===== config.mk =====
export PLATFORM = sky130hd
export DESIGN_NAME = qclk_trig_flat
export DESIGN_NICKNAME = d
export VERILOG_FILES = /design/src/rtl/qclk_pkg.sv /design/src/rtl/qclk_trig_if.sv /design/src/rtl/qclk_cmd_fifo.sv /design/src/rtl/qclk_trig.sv /design/src/flat_wrapper.sv
export SDC_FILE = /design/constraint.sdc
export NUM_CORES = 1
export LEC_CHECK = 0
export CAP_MARGIN = 0
export CORE_UTILIZATION = 50
export DETAILED_ROUTE_END_ITERATION = 8
export DONT_BUFFER_PORTS = 1
export GPL_ROUTABILITY_DRIVEN = 0
export GPL_TIMING_DRIVEN = 0
export SYNTH_ARGS = -nofsm -noshare
export SYNTH_HDL_FRONTEND = slang
export SYNTH_SLANG_ARGS = --single-unit

===== constraint.sdc =====
create_clock -name clk -period 6.3 [get_ports clk]
set_clock_uncertainty 0.15 [all_clocks]
set_input_delay 0.945 -clock clk [delete_from_list [all_inputs] [get_ports clk]]
set_output_delay 0.945 -clock clk [all_outputs]
set_load 0.02 [all_outputs]

===== src/rtl/qclk_pkg.sv =====
// Shared qclk definitions: default widths, command record and head classification.
package qclk_pkg;
    localparam int QCLK_WIDTH  = 32;
    localparam int QCLK_DATA_W = 16;

    typedef struct packed {
        logic [QCLK_WIDTH-1:0]  ts;
        logic [QCLK_DATA_W-1:0] data;
    } qclk_cmd_t;

    typedef enum logic [1:0] {
        HEAD_EMPTY,
        HEAD_WAIT,
        HEAD_MATCH,
        HEAD_LATE
    } head_state_e;
endpackage


===== src/rtl/qclk_trig_if.sv =====
// Command-in / trigger-out bundle for qclk_trig.
interface qclk_trig_if
    import qclk_pkg::*;
#(
    parameter int WIDTH  = QCLK_WIDTH,
    parameter int DATA_W = QCLK_DATA_W,
    parameter int DEPTH  = 4
);
    logic [WIDTH-1:0]        qclk_in;
    logic                    cmd_valid;
    logic                    cmd_ready;
    logic [WIDTH-1:0]        cmd_time;
    logic [DATA_W-1:0]       cmd_data;
    logic                    flush;
    logic                    trig_valid;
    logic [DATA_W-1:0]       trig_data;
    logic [$clog2(DEPTH):0]  count;
    logic                    late_err;
    logic                    late_flag;
    logic                    late_clear;

    modport master (
        output qclk_in, cmd_valid, cmd_time, cmd_data, flush, late_clear,
        input  cmd_ready, trig_valid, trig_data, count, late_err, late_flag
    );

    modport slave (
        input  qclk_in, cmd_valid, cmd_time, cmd_data, flush, late_clear,
        output cmd_ready, trig_valid, trig_data, count, late_err, late_flag
    );
endinterface


===== src/rtl/qclk_cmd_fifo.sv =====
// Command queue storage: synchronous push/pop/flush, head always visible, entry count.
module qclk_cmd_fifo
    import qclk_pkg::*;
#(
    parameter int  DEPTH = 4,
    parameter type cmd_t = qclk_cmd_t
) (
    input  logic                   clk,
    input  logic                   reset,
    input  logic                   flush,
    input  logic                   push,
    input  cmd_t                   push_cmd,
    input  logic                   pop,
    output cmd_t                   head,
    output logic [$clog2(DEPTH):0] count
);
    localparam int AW = $clog2(DEPTH);
    localparam int CW = AW + 1;

    cmd_t           mem [DEPTH];
    logic [AW-1:0]  wr_ptr;
    logic [AW-1:0]  rd_ptr;

    always_ff @(posedge clk) begin
        if (push) mem[wr_ptr] <= push_cmd;
    end

    always_ff @(posedge clk) begin
        if (reset || flush) begin
            wr_ptr <= '0;
            rd_ptr <= '0;
            count  <= '0;
        end else begin
            if (push) wr_ptr <= wr_ptr + AW'(1);
            if (pop)  rd_ptr <= rd_ptr + AW'(1);
            if (push && !pop)      count <= count + CW'(1);
            else if (pop && !push) count <= count - CW'(1);
        end
    end

    assign head = mem[rd_ptr];
endmodule


===== src/rtl/qclk_trig.sv =====
// qclk_trig: fires queued commands when qclk_in reaches the head's time stamp.
// QCLK_TRIG_LATE_DROP_EN: drop late heads and report them on late_err / late_flag.
module qclk_trig
    import qclk_pkg::*;
#(
    parameter int WIDTH  = QCLK_WIDTH,
    parameter int DATA_W = QCLK_DATA_W,
    parameter int DEPTH  = 4
) (
    input logic        clk,
    input logic        reset,
    qclk_trig_if.slave bus
);
    localparam int CW = $clog2(DEPTH) + 1;

    // Same layout as qclk_cmd_t, sized to this instance's parameters.
    typedef struct packed {
        logic [WIDTH-1:0]  ts;
        logic [DATA_W-1:0] data;
    } cmd_t;

    cmd_t              head;
    cmd_t              push_cmd;
    logic [CW-1:0]     count;
    logic [WIDTH-1:0]  delta;
    head_state_e       head_state;
    logic              push;
    logic              fire;
    logic              late_pop;
    logic              trig_valid_q;
    logic [DATA_W-1:0] trig_data_q;

    assign push_cmd.ts   = bus.cmd_time;
    assign push_cmd.data = bus.cmd_data;
    assign bus.cmd_ready = (count != CW'(DEPTH));
    assign push          = bus.cmd_valid && bus.cmd_ready && !bus.flush;

    // Modular difference: MSB set means the head time is already behind qclk_in.
    assign delta = head.ts - bus.qclk_in;

    always_comb begin
        head_state = HEAD_EMPTY;
        if (count != '0) begin
            if (delta == '0)          head_state = HEAD_MATCH;
            else if (delta[WIDTH-1])  head_state = HEAD_LATE;
            else                      head_state = HEAD_WAIT;
        end
    end

    assign fire = (head_state == HEAD_MATCH) && !bus.flush;

`ifdef QCLK_TRIG_LATE_DROP_EN
    assign late_pop = (head_state == HEAD_LATE) && !bus.flush;
`else
    assign late_pop = 1'b0;
`endif

    qclk_cmd_fifo #(
        .DEPTH (DEPTH),
        .cmd_t (cmd_t)
    ) u_fifo (
        .clk      (clk),
        .reset    (reset),
        .flush    (bus.flush),
        .push     (push),
        .push_cmd (push_cmd),
        .pop      (fire || late_pop),
        .head     (head),
        .count    (count)
    );

    always_ff @(posedge clk) begin
        if (reset) begin
            trig_valid_q <= 1'b0;
            trig_data_q  <= '0;
        end else begin
            trig_valid_q <= fire;
            if (fire) trig_data_q <= head.data;
        end
    end

    assign bus.trig_valid = trig_valid_q;
    assign bus.trig_data  = trig_data_q;
    assign bus.count      = count;

`ifdef QCLK_TRIG_LATE_DROP_EN
    logic late_err_q;
    logic late_flag_q;

    always_ff @(posedge clk) begin
        if (reset) begin
            late_err_q  <= 1'b0;
            late_flag_q <= 1'b0;
        end else begin
            late_err_q <= late_pop;
            if (bus.late_clear)  late_flag_q <= 1'b0;
            else if (late_pop)   late_flag_q <= 1'b1;
        end
    end

    assign bus.late_err  = late_err_q;
    assign bus.late_flag = late_flag_q;
`else
    logic unused_late_clear;
    assign unused_late_clear = bus.late_clear;
    assign bus.late_err      = 1'b0;
    assign bus.late_flag     = 1'b0;
`endif
endmodule


===== src/flat_wrapper.sv =====
// flat-port wrapper written by rule: the top's interface ports become plain ports
module qclk_trig_flat import qclk_pkg::*;
#(
    parameter int WIDTH  = QCLK_WIDTH,
    parameter int DATA_W = QCLK_DATA_W,
    parameter int DEPTH  = 4
)
  (clk, reset, bus_qclk_in, bus_cmd_valid, bus_cmd_time, bus_cmd_data, bus_flush, bus_late_clear, bus_cmd_ready, bus_trig_valid, bus_trig_data, bus_count, bus_late_err, bus_late_flag);
  qclk_trig_if #(.WIDTH(WIDTH), .DATA_W(DATA_W), .DEPTH(DEPTH)) bus_i ();
  input logic clk;
  input logic reset;
  input wire logic [$bits(bus_i.qclk_in)-1:0] bus_qclk_in;
  input wire logic [$bits(bus_i.cmd_valid)-1:0] bus_cmd_valid;
  input wire logic [$bits(bus_i.cmd_time)-1:0] bus_cmd_time;
  input wire logic [$bits(bus_i.cmd_data)-1:0] bus_cmd_data;
  input wire logic [$bits(bus_i.flush)-1:0] bus_flush;
  input wire logic [$bits(bus_i.late_clear)-1:0] bus_late_clear;
  output wire logic [$bits(bus_i.cmd_ready)-1:0] bus_cmd_ready;
  output wire logic [$bits(bus_i.trig_valid)-1:0] bus_trig_valid;
  output wire logic [$bits(bus_i.trig_data)-1:0] bus_trig_data;
  output wire logic [$bits(bus_i.count)-1:0] bus_count;
  output wire logic [$bits(bus_i.late_err)-1:0] bus_late_err;
  output wire logic [$bits(bus_i.late_flag)-1:0] bus_late_flag;
  assign bus_i.qclk_in = bus_qclk_in;
  assign bus_i.cmd_valid = bus_cmd_valid;
  assign bus_i.cmd_time = bus_cmd_time;
  assign bus_i.cmd_data = bus_cmd_data;
  assign bus_i.flush = bus_flush;
  assign bus_i.late_clear = bus_late_clear;
  assign bus_cmd_ready = bus_i.cmd_ready;
  assign bus_trig_valid = bus_i.trig_valid;
  assign bus_trig_data = bus_i.trig_data;
  assign bus_count = bus_i.count;
  assign bus_late_err = bus_i.late_err;
  assign bus_late_flag = bus_i.late_flag;
  qclk_trig #(.WIDTH(WIDTH), .DATA_W(DATA_W), .DEPTH(DEPTH)) u_core (.clk(clk), .reset(reset), .bus(bus_i));
endmodule

==> impl_metrics.sql, run 1 <==
INSERT INTO impl_metrics (metric_group, metric, value, unit) VALUES
('run_status', 'status', 'complete, no violations', ''),
('synth', 'ys_ff_latch', '218', ''),
('final_layout', 'nNetsFinal', '902', ''),
('sta', 'grt_setup_unrepaired', 'no', ''),
('floorplanning', 'ioPinCount', '108', ''),
('synth', 'netlist_area', '10600', 'um^2'),
('setup_path', 'ff2ff_setup_slack', '370', 'ps'),
('floorplanning', 'die_x', '147', 'um'),
('synth', 'synth_enable_flop_cells', '192', ''),
('floorplanning', 'dieHeight', '147', 'um'),
('global_route', 'largest_net_degree_at_the_start_of_global_routing', '32', ''),
('placement', 'port-buffer-count', '0', ''),
('synth', 'synthAdderAreaFrac', '4.45', '%'),
('detailed_routing', 'post_route_wl', '22.2', 'mm'),
('pwr', 'fin_total_pwr', '3.21', 'mW'),
('synth', 'synth_simple_gate_area_share', '9.38', '%'),
('global_route', 'grt_remaining_overflow', '0', ''),
('detailed_routing', 'wl_per_cell', '20.8', 'um'),
('hold_path', 'min_path_cells', '2', ''),
('detailed_routing', 'drc_errors', '0', ''),
('sta', 'timing.final.crit_period', '5930', 'ps'),
('synth', 'netlist_instances', '749', ''),
('flow_run', 'cap_viol_max_count', '0', ''),
('setup_path', 'r2r.worst_path.cells', '20', ''),
('setup_path', 'crit_buf_inv', '4', ''),
('detailed_routing', 'drt_pass1_iterations', '5', ''),
('setup_path', 'critPathArrivalTime', '6230', 'ps'),
('clock_tree', 'clk-insertion-delay-late', '520', 'ps'),
('pwr', 'vdd.ir_drop.worst', '0.000256', 'V'),
('placement', 'final_hpwl_dp', '15.7', 'mm'),
('pwr', 'p_seq_share', '49.9', '%'),
('pwr', 'p_leak', '4.15', 'nW'),
('detailed_routing', 'vias_per_cell', '5.91', ''),
('floorplanning', 'floorplan.die_area', '21700', 'um^2'),
('floorplanning', 'core_area', '20500', 'um^2'),
('synth', 'post_synth_top_area_share', '54.6', '%'),
('clock_tree', 'cts-root-buf', 'sky130_fd_sc_hd__clkbuf_16', ''),
('final_layout', 'final_layout_size_suffix_gt1_share', '16.4', '%'),
('setup_path', 'sort_of_element_at_the_start_of_the_critical_path', 'flop', ''),
('synth', 'synthDominantAreaCellType', 'sky130_fd_sc_hd__edfxtp_1', ''),
('setup_path', 'critical-path-slowest-cell', 'sky130_fd_sc_hd__or4b_1', ''),
('synth', 'synth_commonest_cells', 'sky130_fd_sc_hd__edfxtp_1 (192), sky130_fd_sc_hd__mux4_2 (48), sky130_fd_sc_hd__inv_1 (47)', ''),
('sta', 'worstMarginPinSlew', '890', 'ps'),
('synth', 'synth-warning-count', '0', ''),
('synth', 'synth_compound_area_share', '10.6', '%'),
('sta', 'layout_worst_path_cycle_share', '94.2', '%'),
('sta', 'hold_viol_final', '0', ''),
('pwr', 'switching_share', '22.5', '%'),
('sta', 'slew_violations', '0', ''),
('synth', 'ys_top_cells_by_area', 'sky130_fd_sc_hd__edfxtp_1 (55%), sky130_fd_sc_hd__mux4_2 (10%), sky130_fd_sc_hd__dfxtp_1 (4.9%)', ''),
('setup_path', 'crit-reg2reg-capture', 'u_core.u_fifo.count[2]', ''),
('synth', 'synth.yosys.seq_area_share', '59.5', '%'),
('global_route', 'wire_length_of_the_first_global_routing_pass', '34.8', 'mm'),
('floorplanning', 'core.rowCount', '52', ''),
('pwr', 'cellInternalPower', '2.49', 'mW'),
('setup_path', 'critical_path.cell_chain', 'clkbuf_4, buf_6, mux4_2, ha_1, buf_2, a21oi_1, o21ai_1, or2_1, o211ai_1, a31oi_1, o31ai_2, o21ai_0, or2_2, or4b_1, ha_1, inv_1, fa_1, xor2_1, or3_1, a21oi_1', ''),
('clock_tree', 'cts.hold.buffers_added', '0', ''),
('clock_tree', 'clkSlewWorstSetupHoldPaths', '60', 'ps'),
('pwr', 'pwr-share-clk', '41.2', '%'),
('global_route', 'gr-usage-all-layers', '20.8', '%'),
('hold_path', 'worstHoldPathType', 'flop to flop', ''),
('synth', 'post_synth_mux_area_share', '12.3', '%'),
('clock_tree', 'tritoncts_clock_tree', 'built', ''),
('setup_path', 'critical_path.max_fanout', '10', ''),
('final_layout', 'utilization', '57.5', '%'),
('setup_path', 'path_delay_family', 'compound AO/OA/AOI/OAI gates', ''),
('final_layout', 'antenna_cells_inserted', '0', ''),
('detailed_routing', 'ant_nets', '0', ''),
('setup_path', 'setup.worst_path.class', 'flop to flop', ''),
('synth', 'synth_most_common_cell', 'sky130_fd_sc_hd__edfxtp_1', ''),
('synth', 'synthXorXnorAreaFrac', '0.663', '%');
[layout by cell type, fill, tap and decap left out, drive strengths merged, types with 3 or more instances in the layout]
master	count
clkinv	6
mux4	48
xnor2	3
o211a	6
a2111oi	3
a21boi	4
a21oi	44
dfxtp	26
and3	3
and4	4
o221ai	3
o21a	14
ha	36
o2111ai	4
a31oi	4
or3	10
xor2	5
and2	9
edfxtp	192
clkbuf	47
inv	49
a211o	5
a211oi	4
o21ai	33
nand4	13
or2	4
nand3	9
mux2i	22
nand2	40
nand2b	36
nor3	6
nor2	27
nor4	5
buf	19
nor2b	3
a21o	6
o211ai	11
[power groups by stage]
stage	combinational (mW)	clock, mW	sequential, mW
floorplan	0.213	0	1.63
global placement	0.271	0	1.63
detailed placement	0.278	0	1.63
CTS	0.281	1.36	1.60
global route	0.313	1.41	1.60
finish	0.285	1.33	1.60
[worst min-delay path, delay by kind of cell, from the launching register on]
family / cells / cell delay [ps]
mux: 1 / 70
flops: 1 / 300
simple gates: 1 / 50
[routing by layer]
layer / GRT usage [%] / vias up / wire, um
met5: 0 / - / 0
met3: 4.91 / 20 / 1420
met4: 4.23 / 0 / 248
met2: 34.9 / 187 / 10600
met1: 27.7 / 3103 / 9870
li1: - / 2992 / -
[registers in the layout (all words and copies together), names as in the netlist, named ones only]
name	flops
u_core.u_fifo.mem	192
u_core.u_fifo.count	3
u_core.u_fifo.wr_ptr	2
u_core.bus.trig_data	16
u_core.bus.trig_valid	1
u_core.u_fifo.rd_ptr	2
[cell families after synthesis]
kind of cell,Yosys count
DFF,218
buffers and inverters,76
AOI/OAI and AO/OA,159
and+or+nand+nor,180
other,1
muxes,70
adders and majority gates,37
xor gates and xnor gates,8
[layout make-up]
type                       count  area, um^2
fill                        1665        8700
sequential                   218        6290
multi-input combinational    456        3980
clock buffer                  32         629
tap                          270         338
inverter                      47         176
buffer                        29         174
clock inverter                10         118
timing repair buffer           5        87.6
[worst max-delay path by stage]
stage	to	startpoint	depth (start not counted)	slack, ps
after detailed placement	u_core.u_fifo.count[2]	flop	18	-830
after global placement	u_core.u_fifo.count[2]	flop	19	-750
final	u_core.u_fifo.count[2]	flop	20	370
after floorplan	u_core.u_fifo.count[2]	flop	20	500
after global routing	u_core.u_fifo.count[2]	flop	20	40
after CTS	u_core.u_fifo.count[2]	flop	20	110
[stage by stage]
stage / cell area, um^2 / TNS, ps / setup slack (ps) / cells / hold slack, ps
after floorplan: 10600 / 0 / 500 / 750 / 296
after detailed placement: 11000 / -1990 / -829 / 1024 / 328
after global routing: 11800 / 0 / 42.7 / 1067 / 342
after global placement: 10900 / -1860 / -751 / 1020 / 315
after CTS: 11800 / 0 / 105 / 1066 / 336
final: 11800 / 0 / 368 / 1067 / 335
[repair_timing]
| action | 4_1_cts | 5_1_grt |
|---|---|---|
| buffers inserted | 0 | 1 |
| endpoints found under the setup margin | 3 | 2 |
| resized for setup | 21 | 13 |
| pin swaps | 0 | 1 |
Power figures use the tool's default switching activity.
==> inputs of run 2 (changes only) <==
--- a/config.mk
+++ b/config.mk
@@ -11,6 +11,8 @@
 export DONT_BUFFER_PORTS = 1
 export GPL_ROUTABILITY_DRIVEN = 0
 export GPL_TIMING_DRIVEN = 0
+export HOLD_SLACK_MARGIN = 0.05
+export SKIP_CTS_REPAIR_TIMING = 1
 export SYNTH_ARGS = -nofsm -noshare
 export SYNTH_HDL_FRONTEND = slang
 export SYNTH_SLANG_ARGS = --single-unit
==> results of run 2 <==
No change in the layout: final DEF, timing and power equal those of run 1.
